## src/rtl/st_dispatch_pkg.sv

```systemverilog
// Shared types and constants for the store dispatch block: size and drain-state
// enums, region decode constants and output-peripheral bank word indices.
package st_dispatch_pkg;

    typedef enum logic [1:0] {
        SZ_BYTE = 2'b00,
        SZ_HALF = 2'b01,
        SZ_WORD = 2'b10
    } st_size_e;

    typedef enum logic [1:0] {
        S_IDLE = 2'b00,
        S_REQ  = 2'b01,
        S_GAP  = 2'b10
    } drain_state_e;

    // Region match is (addr[15:0] & MASK) == BASE
    localparam logic [15:0] OP_BASE   = 16'h7000;
    localparam logic [15:0] OP_MASK   = 16'hFFC0;
    localparam logic [15:0] SRAM_BASE = 16'h2000;
    localparam logic [15:0] SRAM_MASK = 16'hE000;

    localparam int BANK_WORDS  = 16;
    localparam int BANK_LEDR   = 0;
    localparam int BANK_LEDG   = 4;
    localparam int BANK_HEX_LO = 8;
    localparam int BANK_HEX_HI = 9;
    localparam int BANK_LCD    = 12;

endpackage

```

## src/rtl/st_dispatch_wbuf.sv

```systemverilog
// Small synchronous FIFO holding pending SRAM writes; head entry is visible
// combinationally so the drain side can present it while waiting for ack.
module st_wbuf #(
    parameter int WIDTH = 47,
    parameter int DEPTH = 4,
    localparam int AW = $clog2(DEPTH),
    localparam int CW = $clog2(DEPTH) + 1
) (
    input  logic             i_clk,
    input  logic             i_reset,
    input  logic             i_push,
    input  logic [WIDTH-1:0] i_data,
    input  logic             i_pop,
    output logic [WIDTH-1:0] o_data,
    output logic             o_full,
    output logic             o_empty,
    output logic [CW-1:0]    o_count
);

    logic [WIDTH-1:0] mem_q [DEPTH];
    logic [AW-1:0]    wr_ptr_q;
    logic [AW-1:0]    rd_ptr_q;
    logic [CW-1:0]    count_q;
    logic             push_ok;
    logic             pop_ok;

    assign o_full  = (count_q == CW'(DEPTH));
    assign o_empty = (count_q == '0);
    assign o_count = count_q;
    assign o_data  = mem_q[rd_ptr_q];

    assign push_ok = i_push & ~o_full;
    assign pop_ok  = i_pop & ~o_empty;

    always_ff @(posedge i_clk) begin
        if (i_reset) begin
            wr_ptr_q <= '0;
            rd_ptr_q <= '0;
            count_q  <= '0;
        end else begin
            if (push_ok) wr_ptr_q <= wr_ptr_q + AW'(1);
            if (pop_ok)  rd_ptr_q <= rd_ptr_q + AW'(1);
            case ({push_ok, pop_ok})
                2'b10:   count_q <= count_q + CW'(1);
                2'b01:   count_q <= count_q - CW'(1);
                default: count_q <= count_q;
            endcase
        end
    end

    // Storage is not reset; stale entries are never visible because the
    // pointers and count are.
    always_ff @(posedge i_clk) begin
        if (push_ok) mem_q[wr_ptr_q] <= i_data;
    end

endmodule

```

## src/rtl/st_dispatch.sv

```systemverilog
// Store dispatch: decodes each store, writes output-peripheral stores into a
// 16-word bank and queues SRAM stores for a req/ack drain. Option: ST_ERR_STICKY_EN.
module st_dispatch
    import st_dispatch_pkg::*;
#(
    parameter int WBUF_DEPTH = 4,
    parameter int SRAM_AW    = 11
) (
    input  logic               i_clk,
    input  logic               i_reset,
    input  logic               i_st_en,
    input  logic [31:0]        i_addr,
    input  logic [31:0]        i_st_data,
    input  logic [1:0]         i_st_size,
    output logic               o_st_ready,
    output logic [31:0]        o_op_rdata,
    output logic [31:0]        o_io_ledr,
    output logic [31:0]        o_io_ledg,
    output logic [31:0]        o_io_hex_lo,
    output logic [31:0]        o_io_hex_hi,
    output logic [31:0]        o_io_lcd,
    output logic               o_sram_req,
    output logic [SRAM_AW-1:0] o_sram_addr,
    output logic [31:0]        o_sram_wdata,
    output logic [3:0]         o_sram_be,
    input  logic               i_sram_ack,
    output logic               o_wbuf_empty,
    output logic               o_st_err
);

    localparam int EW = SRAM_AW + 36;

    logic [15:0]                 addr_lo;
    logic                        op_hit;
    logic                        sram_hit;
    logic                        legal;
    logic [3:0]                  be;
    logic [31:0]                 lane_data;
    logic                        st_accept;
    logic                        op_wr;
    logic                        sram_push;
    logic                        st_drop;
    logic                        wbuf_pop;
    logic                        wbuf_full;
    logic                        wbuf_empty;
    logic [$clog2(WBUF_DEPTH):0] wbuf_count;
    logic [EW-1:0]               wbuf_head;
    logic [32*BANK_WORDS-1:0]    bank_flat;
    drain_state_e                state_q;
    logic                        req_q;
    logic                        err_q;
    logic                        unused_bits;

    assign addr_lo  = i_addr[15:0];
    assign op_hit   = (addr_lo & OP_MASK) == OP_BASE;
    assign sram_hit = (addr_lo & SRAM_MASK) == SRAM_BASE;

    always_comb begin
        be        = 4'b0000;
        lane_data = i_st_data;
        legal     = 1'b0;
        case (st_size_e'(i_st_size))
            SZ_BYTE: begin
                be        = 4'b0001 << i_addr[1:0];
                lane_data = {4{i_st_data[7:0]}};
                legal     = 1'b1;
            end
            SZ_HALF: begin
                be        = i_addr[1] ? 4'b1100 : 4'b0011;
                lane_data = {2{i_st_data[15:0]}};
                legal     = ~i_addr[0];
            end
            SZ_WORD: begin
                be        = 4'b1111;
                legal     = (i_addr[1:0] == 2'b00);
            end
            default: ;
        endcase
    end

    assign st_accept = i_st_en & o_st_ready;
    assign op_wr     = st_accept & legal & op_hit;
    assign sram_push = st_accept & legal & sram_hit;
    assign st_drop   = st_accept & ~(legal & (op_hit | sram_hit));

    // Ready looks only at occupancy; a same-cycle pop does not free a slot early.
    assign o_st_ready   = ~wbuf_full;
    assign o_wbuf_empty = wbuf_empty;

    st_wbuf #(
        .WIDTH (EW),
        .DEPTH (WBUF_DEPTH)
    ) u_wbuf (
        .i_clk   (i_clk),
        .i_reset (i_reset),
        .i_push  (sram_push),
        .i_data  ({i_addr[SRAM_AW+1:2], lane_data, be}),
        .i_pop   (wbuf_pop),
        .o_data  (wbuf_head),
        .o_full  (wbuf_full),
        .o_empty (wbuf_empty),
        .o_count (wbuf_count)
    );

    generate
        for (genvar gi = 0; gi < BANK_WORDS; gi++) begin : g_bank
            logic [31:0] word_q;
            logic        wr_en;

            assign wr_en = op_wr & (i_addr[5:2] == 4'(gi));

            always_ff @(posedge i_clk) begin
                if (i_reset) begin
                    word_q <= '0;
                end else if (wr_en) begin
                    for (int b = 0; b < 4; b++) begin
                        if (be[b]) word_q[8*b +: 8] <= lane_data[8*b +: 8];
                    end
                end
            end

            assign bank_flat[32*gi +: 32] = word_q;
        end
    endgenerate

    assign o_op_rdata  = bank_flat[{i_addr[5:2], 5'b00000} +: 32];
    assign o_io_ledr   = bank_flat[32*BANK_LEDR   +: 32];
    assign o_io_ledg   = bank_flat[32*BANK_LEDG   +: 32];
    assign o_io_hex_lo = bank_flat[32*BANK_HEX_LO +: 32];
    assign o_io_hex_hi = bank_flat[32*BANK_HEX_HI +: 32];
    assign o_io_lcd    = bank_flat[32*BANK_LCD    +: 32];

    // Drain FSM: GAP enforces a turnaround cycle between consecutive requests.
    always_ff @(posedge i_clk) begin
        if (i_reset) begin
            state_q <= S_IDLE;
            req_q   <= 1'b0;
        end else begin
            case (state_q)
                S_IDLE: begin
                    if (!wbuf_empty) begin
                        state_q <= S_REQ;
                        req_q   <= 1'b1;
                    end
                end
                S_REQ: begin
                    if (i_sram_ack) begin
                        state_q <= S_GAP;
                        req_q   <= 1'b0;
                    end
                end
                S_GAP: state_q <= S_IDLE;
                default: begin
                    state_q <= S_IDLE;
                    req_q   <= 1'b0;
                end
            endcase
        end
    end

    assign wbuf_pop     = (state_q == S_REQ) & i_sram_ack;
    assign o_sram_req   = req_q;
    assign o_sram_addr  = req_q ? wbuf_head[EW-1 -: SRAM_AW] : '0;
    assign o_sram_wdata = req_q ? wbuf_head[35:4] : '0;
    assign o_sram_be    = req_q ? wbuf_head[3:0] : '0;

    always_ff @(posedge i_clk) begin
        if (i_reset) begin
            err_q <= 1'b0;
`ifdef ST_ERR_STICKY_EN
        end else if (st_drop) begin
            err_q <= 1'b1;
`else
        end else begin
            err_q <= st_drop;
`endif
        end
    end

    assign o_st_err = err_q;

    assign unused_bits = ^{i_addr[31:16], wbuf_count};

endmodule

```

## config.mk

```make
export PLATFORM = sky130hd
export DESIGN_NAME = st_dispatch
export DESIGN_NICKNAME = d
export VERILOG_FILES = /design/src/rtl/st_dispatch_pkg.sv /design/src/rtl/st_dispatch_wbuf.sv /design/src/rtl/st_dispatch.sv
export SDC_FILE = /design/constraint.sdc
export NUM_CORES = 1
export LEC_CHECK = 0
export CAP_MARGIN = 15
export CELL_PAD_IN_SITES_DETAIL_PLACEMENT = 0
export CELL_PAD_IN_SITES_GLOBAL_PLACEMENT = 2
export CORE_ASPECT_RATIO = 0.6
export CORE_MARGIN = 2
export CORE_UTILIZATION = 30
export DETAILED_ROUTE_END_ITERATION = 8
export GPL_TIMING_DRIVEN = 0
export PLACE_DENSITY_LB_ADDON = 0.1
export SYNTH_ARGS = -nofsm -noshare
export SYNTH_HDL_FRONTEND = slang
export SYNTH_SLANG_ARGS = --single-unit
```

## constraint.sdc

```tcl
create_clock -name i_clk -period 5.3 [get_ports i_clk]
set_input_delay 1.59 -clock i_clk [delete_from_list [all_inputs] [get_ports i_clk]]
set_output_delay 1.59 -clock i_clk [all_outputs]
set_load 0.01 [all_outputs]
```

==> results.md, run 1 <==
* Setup Skew at ~0.017 ns
* Post-DRT Antenna Nets at 0
* Worst Setup End Kind: primary output
* Synth Flop Type: dfxtp_1
* VDD IR max at between 0.15 and 0.2 mV
* Async S/R FF share, synth at 0%
* Vias in the first global route at between 20000 and 25000
* Hold Slack at roughly 0.48 ns
* Hold path start: g_bank[5].word_q[12]
* Ranking of synthesized cells by area: dfxtp_1 32%, edfxtp_1 17%, mux2i_1 16%
* Clock Path Buffers at 3
* GRT overflow at 0
* Critical path data required time at between 3 and 4 ns
* IO Count at approximately 310
* Clock Tree Root: clkbuf_16
* Highest Signal Layer: met4
* Fraction of the mapped netlist area in simple logic gates at about 16%
* Final period util at approximately 100%
* Final #Nets at between 2000 and 3000
* Setup violations, final at 0
* Post-synthesis cell area at roughly 33000 µm²
* Pwr Density at around 290 nW/µm²
* Worst Tran Pin Value at ~1.3 ns
* Run status: complete, no violations
* Max-slew violations at 0
* Starting DRT DRC Count at ~1500
* Residual DRC at 0
* Post-synthesis mux area share at 30.75%
* Hold Path Depth at 2
* DIE AREA at between 100000 and 150000 µm²
* Max Cap Viol at 0
* Post-synthesis area per instance at ~13 µm²
* Unique cell type count in the Yosys netlist at 51
* Post-synthesis instance total at around 2400
* Crit path kind: in -> out
* Core ar. at between 100000 and 150000 µm²
* Relative slew slack at between 10% and 20%
* Post-Synth Adder-Cell Area at 0.2522%
* Hold path endpoint: g_bank[5].word_q[12]
* Total Power at ~12 mW
* DIE HEIGHT at 259.9 µm
* Area Growth Syn to Fin at 24.81%
* Dpl hpwl at just over 90000 µm
* Reg-to-Reg Start: u_wbuf.o_count[0]
* TritonCTS Sinks at 713
* Crit-path cells: buf_6, clkbuf_16, buf_4, clkbuf_8, buf_12, mux4_2, mux4_2, clkdlybuf4s15_2
* CTS clk-pin slew, worst paths at around 0.060 ns
* Leakage at roughly 17 nW
* Synth warn at 0
* Max incr delay on CP at 0.55 ns
* Initial antenna violation count at 12
* Place WS at -2.172 ns
* TritonCTS clock tree: done
* Largest net degree at the start of global routing at 31
* Cell with the most instances after synthesis: nand2b_1
* FP Rows at 93
* Post-synthesis compound-gate area fraction at less than 1%
* Post-synth top area cell: dfxtp_1
* Fmax at between 150 and 200 MHz
* Crit-path slowest cell: mux4_2
* FF+latch count, synth at roughly 710
* EDFF count, synth at about 190
* Fin worst setup slack at approximately 0.04 ns
* RSZ-0062 raised after global routing: false
* Syn_nets at 2517
* Metal3 WL at between 6000 and 7000 µm
* Tot GR Track Use at a little over a fifth
* Xor-xnor portion of the synthesized cell area at less than 1%
* R2r endpoint: u_wbuf.mem_q[3][24]
* Drt pass-1 iters at 5
* H-tree levels at 3
* Share of layout cells above drive strength 1 at a little under a fifth
* Post-DR wirelength/cell at between 20 and 30 µm
* Final WL at around 120000 µm
* M1 wire length at between 60000 and 70000 µm
* Largest family of logic cells by synthesized area: multiplexers
* Worst r2r path cells at 7
* I/O Buffers at just under 300
* CP max FO at 13
* R2R Setup Slk at roughly 2.1 ns
* Clk_lat worst skew at roughly 0.66 ns
* WP data arrival at 3.67 ns
* Top cells by count, synth: 546 x nand2b_1, 525 x dfxtp_1, 522 x mux2i_1, 207 x mux4_2, 188 x edfxtp_1
* Most used cell, CP: mux4_2
* DP Cell Count at 4171
* Setup_tns at 0 ns
* Met2 WL at about 52000 µm
* Hold crit path type: reg -> reg
* GPL Wtd Cong at roughly 0.86
* Post-route minimum period at about 5.3 ns
* Via-to-Cell Ratio at 5.044
* Num CTS Buffers at 75
* Die Wd at roughly 430 µm
* Seq/Total Area, Yosys at between 40% and 50%
* Share of the synthesized area in the top cell type at around a third
* Startpoint Class: input port
* First-pass GRT wire length at between 150000 and 200000 µm
* Non-Filler Instances at 4339
* Hold Violations, Final at 0
* Vias at 21890
* Initial core utilization at a little under a third
==> power breakdown <==
part | total, mW | switching (mW) | leakage (nW) | internal, mW
Clock | 5.53 | 2.33 | 1.25 | 3.21
Sequential | 5.60 | 0.00245 | 5.92 | 5.59
Combinational | 0.826 | 0.531 | 9.73 | 0.294
==> worst max-delay path: cells and delay by family <==
family                 cells  cell delay, ns
buffers and inverters      6            1.00
multiplexers               2            1.06
==> routing by layer <==
layer / vias up / track usage, %
li1: 9721 / -
met4: 0 / 4.893
met1: 11430 / 33.85
met2: 596 / 31.83
met3: 137 / 3.057
met5: - / 0
==> registers in the layout (all words and copies together) (netlist names), named ones only <==
| register | flops |
|---|---|
| o_sram_req | 1 |
| u_wbuf.rd_ptr_q | 2 |
| o_st_err | 1 |
| g_bank.word_q | 352 |
| o_io_lcd | 32 |
| o_io_hex_lo | 32 |
| o_io_ledr | 32 |
| state_q | 2 |
| o_io_hex_hi | 32 |
| u_wbuf.o_count | 3 |
| u_wbuf.wr_ptr_q | 2 |
| o_io_ledg | 32 |
| u_wbuf.mem_q | 188 |
==> repair_timing <==
action,in CTS,in global routing
buffers inserted,10,0
cloned,4,0
endpoints found under the setup margin,32,12
resized for setup,228,12
hold buffers,0,0
endpoints found under the hold margin,0,0
==> worst max-delay path by stage <==
stage | to | startpoint | slack [ns] | cells past startpoint
2_1_floorplan | o_op_rdata[18] | i_addr[2] | 0.28 | 4
3_3_place_gp | o_op_rdata[27] | i_addr[3] | -2.15 | 7
3_5_place_dp | o_op_rdata[27] | i_addr[3] | -2.17 | 7
4_1_cts | o_op_rdata[26] | i_addr[2] | -0.03 | 8
5_1_grt | o_op_rdata[20] | i_addr[3] | 0.002 | 7
6_report | o_op_rdata[0] | i_addr[2] | 0.04 | 8
==> per-stage QoR <==
step / utilization, % / area (µm²)
6_report: 37.92 / 40860
5_1_grt: 37.88 / 40820
4_1_cts: 37.91 / 40850
3_5_place_dp: 34.94 / 37650
3_3_place_gp: 34.77 / 37460
2_1_floorplan: - / 32740
==> cells by family (layout without fill, tap and decap cells) <==
logic type	after synthesis	count (layout)
AND/OR/NAND/NOR	730	730
other	0	18
multiplexers	745	745
adder cells (fa/ha/maj)	6	6
XOR/XNOR	5	5
buffers and inverters	219	674
AO/OA/AOI/OAI	23	23
flip-flops	713	713
==> cells in the final DEF (no fill, tap or decap), types with 26 or more instances in the layout <==
| master | instances |
|---|---|
| edfxtp_1 | 188 |
| clkdlybuf4s50_1 | 258 |
| mux4_2 | 207 |
| and2_1 | 49 |
| clkbuf_8 | 26 |
| clkbuf_1 | 148 |
| buf_2 | 31 |
| mux2i_1 | 522 |
| dfxtp_1 | 525 |
| nand2b_1 | 546 |
| clkbuf_16 | 87 |
==> cell type report <==
class,instances,area [µm²]
fill,10270,66890
sequential,713,16160
multi-input combinational,1509,15680
timing repair buffer,319,3278
clock buffer,108,2257
tap,1425,1783
buffer,213,1366
clock inverter,28,274.0
antenna,18,45.04
inverter,6,22.52
No activity file was read; power rests on OpenSTA's default activity.
==> inputs of run 2 (changes only) <==
Settings changed: CORE_UTILIZATION 30 to 40, GPL_ROUTABILITY_DRIVEN set to 0, TNS_END_PERCENT set to 20.
==> run 2 against run 1 <==
  * The run now ends with negative setup slack left
  * Clock-buffer cell count increased by 5
  * First-iteration DRC count increased by 16%
  * Maximum frequency decreased by 0.90%
  * Clock power decreased by 6.5%
  * Combinational power decreased by 6.2%
  * Global-route usage increased by 4.7 points
  * Non-clock buffer count decreased by 12
  * Sequential share of layout area increased by 0.91 points
  * Core utilization increased by 11 points
  * Cell count decreased by 8.5%
  * Critical path type unchanged
  * Critical endpoint is now o_op_rdata[12]
  * Largest cell class unchanged
  * Largest power group unchanged
==> results.md, run 2 (same netlist as run 1, synthesis figures left out) <==
* Worst r2r path cells at 7 (unchanged)
* Setup violations, final at 2 (+2)
* Run status: finished, violations left
* Footprint of the multi-input gates at 15680 µm² (unchanged)
* Max incr delay on CP at 0.55 ns (about the same)
* Initial antenna violation count at 9 (-3)
* Area Growth Syn to Fin at 22.02%
* First-pass GRT wire length at 160200 µm (-7.1%)
* H-tree levels at 3 (unchanged)
* Most common cell after layout, fill and taps aside: nand2b_1
* Crit-path cells: buf_6, clkbuf_16, clkbuf_16, buf_12, mux4_2, mux4_2, dlygate4sd2_1
* Initial core utilization at 40.28% (+9.9 points)
* Crit path kind: in -> out
* Hold Path Depth at 2 (unchanged)
* TritonCTS clock tree: done
* Startpoint Class: input port
* Met3 GRT Util at 5.468% (+2.4 points)
* RSZ-0062 raised after global routing: true
* Starting DRT DRC Count at 1797 (+16%)
* Residual DRC at 0 (unchanged)
* Leakage at 16.70 nW (-1.2%)
* Final WL at 111900 µm (-9.1%)
* TritonCTS Sinks at 713 (unchanged)
* CTS clk-pin slew, worst paths at 0.06 ns (about the same)
* I/O Buffers at 294 (unchanged)
* Max FFs per register at 352 (unchanged)
* VDD IR max at 0.1952 mV (+10%)
* Reg-to-Reg Start: u_wbuf.o_count[1]
* Clk_lat worst skew at 0.64 ns (-0.02 ns)
* R2r endpoint: u_wbuf.mem_q[2][21]
* Drt pass-1 iters at 5 (unchanged)
* Worst Tran Pin Value at 1.237 ns (-0.01548 ns)
* Max Cap Viol at 0 (unchanged)
* FP Rows at 81 (-13%)
* Critical path data required time at 3.71 ns (about the same)
* Sequential cell area at 16160 µm² (unchanged)
* Post-route minimum period at 5.308 ns (+0.04760 ns)
* Post-DRT Antenna Nets at 0 (unchanged)
* Vias at 21900 (+0.069%)
* Crit-path slowest cell: mux4_2
* WP data arrival at 3.72 ns (+0.05 ns)
* Die Wd at 373.3 µm (-13%)
* Total Power at 11.54 mW (-3.5%)
* GRT overflow at 0 (unchanged)
* Relative slew slack at 17.55% (+1.0 points)
* Vias in the first global route at 22280 (-0.70%)
* Crit-path leading delay family: multiplexers
* Hold crit path type: reg -> reg
* Final #Nets at 2899 (-0.48%)
* IO Count at 313 (unchanged)
* Buf/Inv on CP at 5 (-1)
* Fin worst setup slack at -0.007776 ns (-0.04760 ns)
* Regs by FF count: g_bank.word_q (352), u_wbuf.mem_q (188)
* Fill cells at 7032 (-32%)
* Hold-fix buffers at CTS at 0 (unchanged)
* Dpl hpwl at 83840 µm (-9.4%)
* DIE AREA at 84230 µm² (-25%)
* Hold path start: g_bank[11].word_q[25]
* Worst Setup End Kind: primary output
* Hold Violations, Final at 0 (unchanged)
* Max-slew violations at 0 (unchanged)
* Core ar. at 81280 µm² (-25%)
* Final period util at 100.1% (+0.90 points)
* DIE HEIGHT at 225.6 µm (-13%)
* Largest net degree at the start of global routing at 31 (unchanged)
* Tot GR Track Use at 26.55% (+4.7 points)
* Hold path endpoint: g_bank[11].word_q[25]
* Clock Path Buffers at 3 (unchanged)
* Grt met2 use at 38.74% (+6.9 points)
* R2R Setup Slk at 2.07 ns (-0.02 ns)
* Fmax at 188.4 MHz (-0.90%)
* Post-DR wirelength/cell at 28.20 µm (-0.58%)
* GR Layer Usage met1 at 40.38% (+6.5 points)
* Num CTS Buffers at 73 (-2.7%)
* Most flop-heavy register: g_bank.word_q
* Via-to-Cell Ratio at 5.518 (+9.4%)
* Clock Tree Root: clkbuf_16
* Violated checks: negative setup slack
* Most frequent cells in the layout: 546 x nand2b_1, 525 x dfxtp_1, 522 x mux2i_1
* Share of layout cells above drive strength 1 at 17.08% (-1.5 points)
* CP max FO at 13 (unchanged)
* Gr busiest metal: met1
* Pwr Density at 288.9 nW/µm² (-1.3%)
* Place WS at -2.044 ns (+0.1281 ns)
* Setup Skew at 0.02039 ns (+0.003864 ns)
## run 2: worst max-delay path by stage
stage | startpoint | to | slack [ns] | cells after the start
2_1_floorplan | i_addr[2] | o_op_rdata[18] | 0.28 | 4
3_3_place_gp | i_addr[2] | o_op_rdata[24] | -1.98 | 6
3_5_place_dp | i_addr[3] | o_op_rdata[19] | -2.04 | 7
4_1_cts | i_addr[2] | o_op_rdata[23] | -0.08 | 6
5_1_grt | i_addr[2] | o_op_rdata[2] | -0.04 | 7
6_report | i_addr[2] | o_op_rdata[12] | -0.008 | 7
## run 2: repair_timing
| action | 4_1_cts | 5_1_grt |
|---|---|---|
| gates resized for setup | 180 | 10 |
| setup buffers | 3 | 0 |
| pin swaps | 0 | 0 |
| setup endpoints to repair | 32 | 9 |
| gates cloned | 0 | 0 |
## run 2: per-stage QoR
| step | util [%] | std cells | setup TNS [ns] | area, µm² | hold WS [ns] |
|---|---|---|---|---|---|
| 6_report | 49.15 | 3969 | -0.01466 | 39950 | 0.4740 |
| 2_1_floorplan | - | 2441 | 0 | 32740 | 0.4455 |
| 4_1_cts | 49.12 | 3960 | -0.08432 | 39930 | 0.4749 |
| 5_1_grt | 49.12 | 3960 | -0.07858 | 39930 | 0.4895 |
| 3_5_place_dp | 45.77 | 3824 | -62.96 | 37200 | 0.4632 |
| 3_3_place_gp | 45.56 | 3814 | -226.19 | 37030 | 0.4547 |
## run 2: layout make-up
type	count	area share, %
flip-flops and latches	713	40.44
plain buffers	213	3.220
diodes	9	0.05638
clock buffers	113	5.418
well taps	1079	3.379
multi-input cells	1509	39.25
clock inverters	20	0.4447
inverters	6	0.05638
repair buffers	307	7.730
## run 2: routing by layer
metal  up-vias  wire (µm)
li1       9633          -
met1     11400      54510
met2       738      47710
met3       131       7519
met4         0       2183
met5         -          0
## run 2: power breakdown
part	switching [mW]	internal (mW)
Combinational	0.505	0.271
Sequential	0.00258	5.59
Clock	2.21	2.96
## run 2: worst reg2reg max path, delay by kind of cell, from the launching register on
| kind | cells | cell delay (ns) |
|---|---|---|
| simple gates | 2 | 0.95 |
| flops | 1 | 0.41 |
| compound gates | 1 | 0.22 |
| buf+inv | 4 | 1.29 |
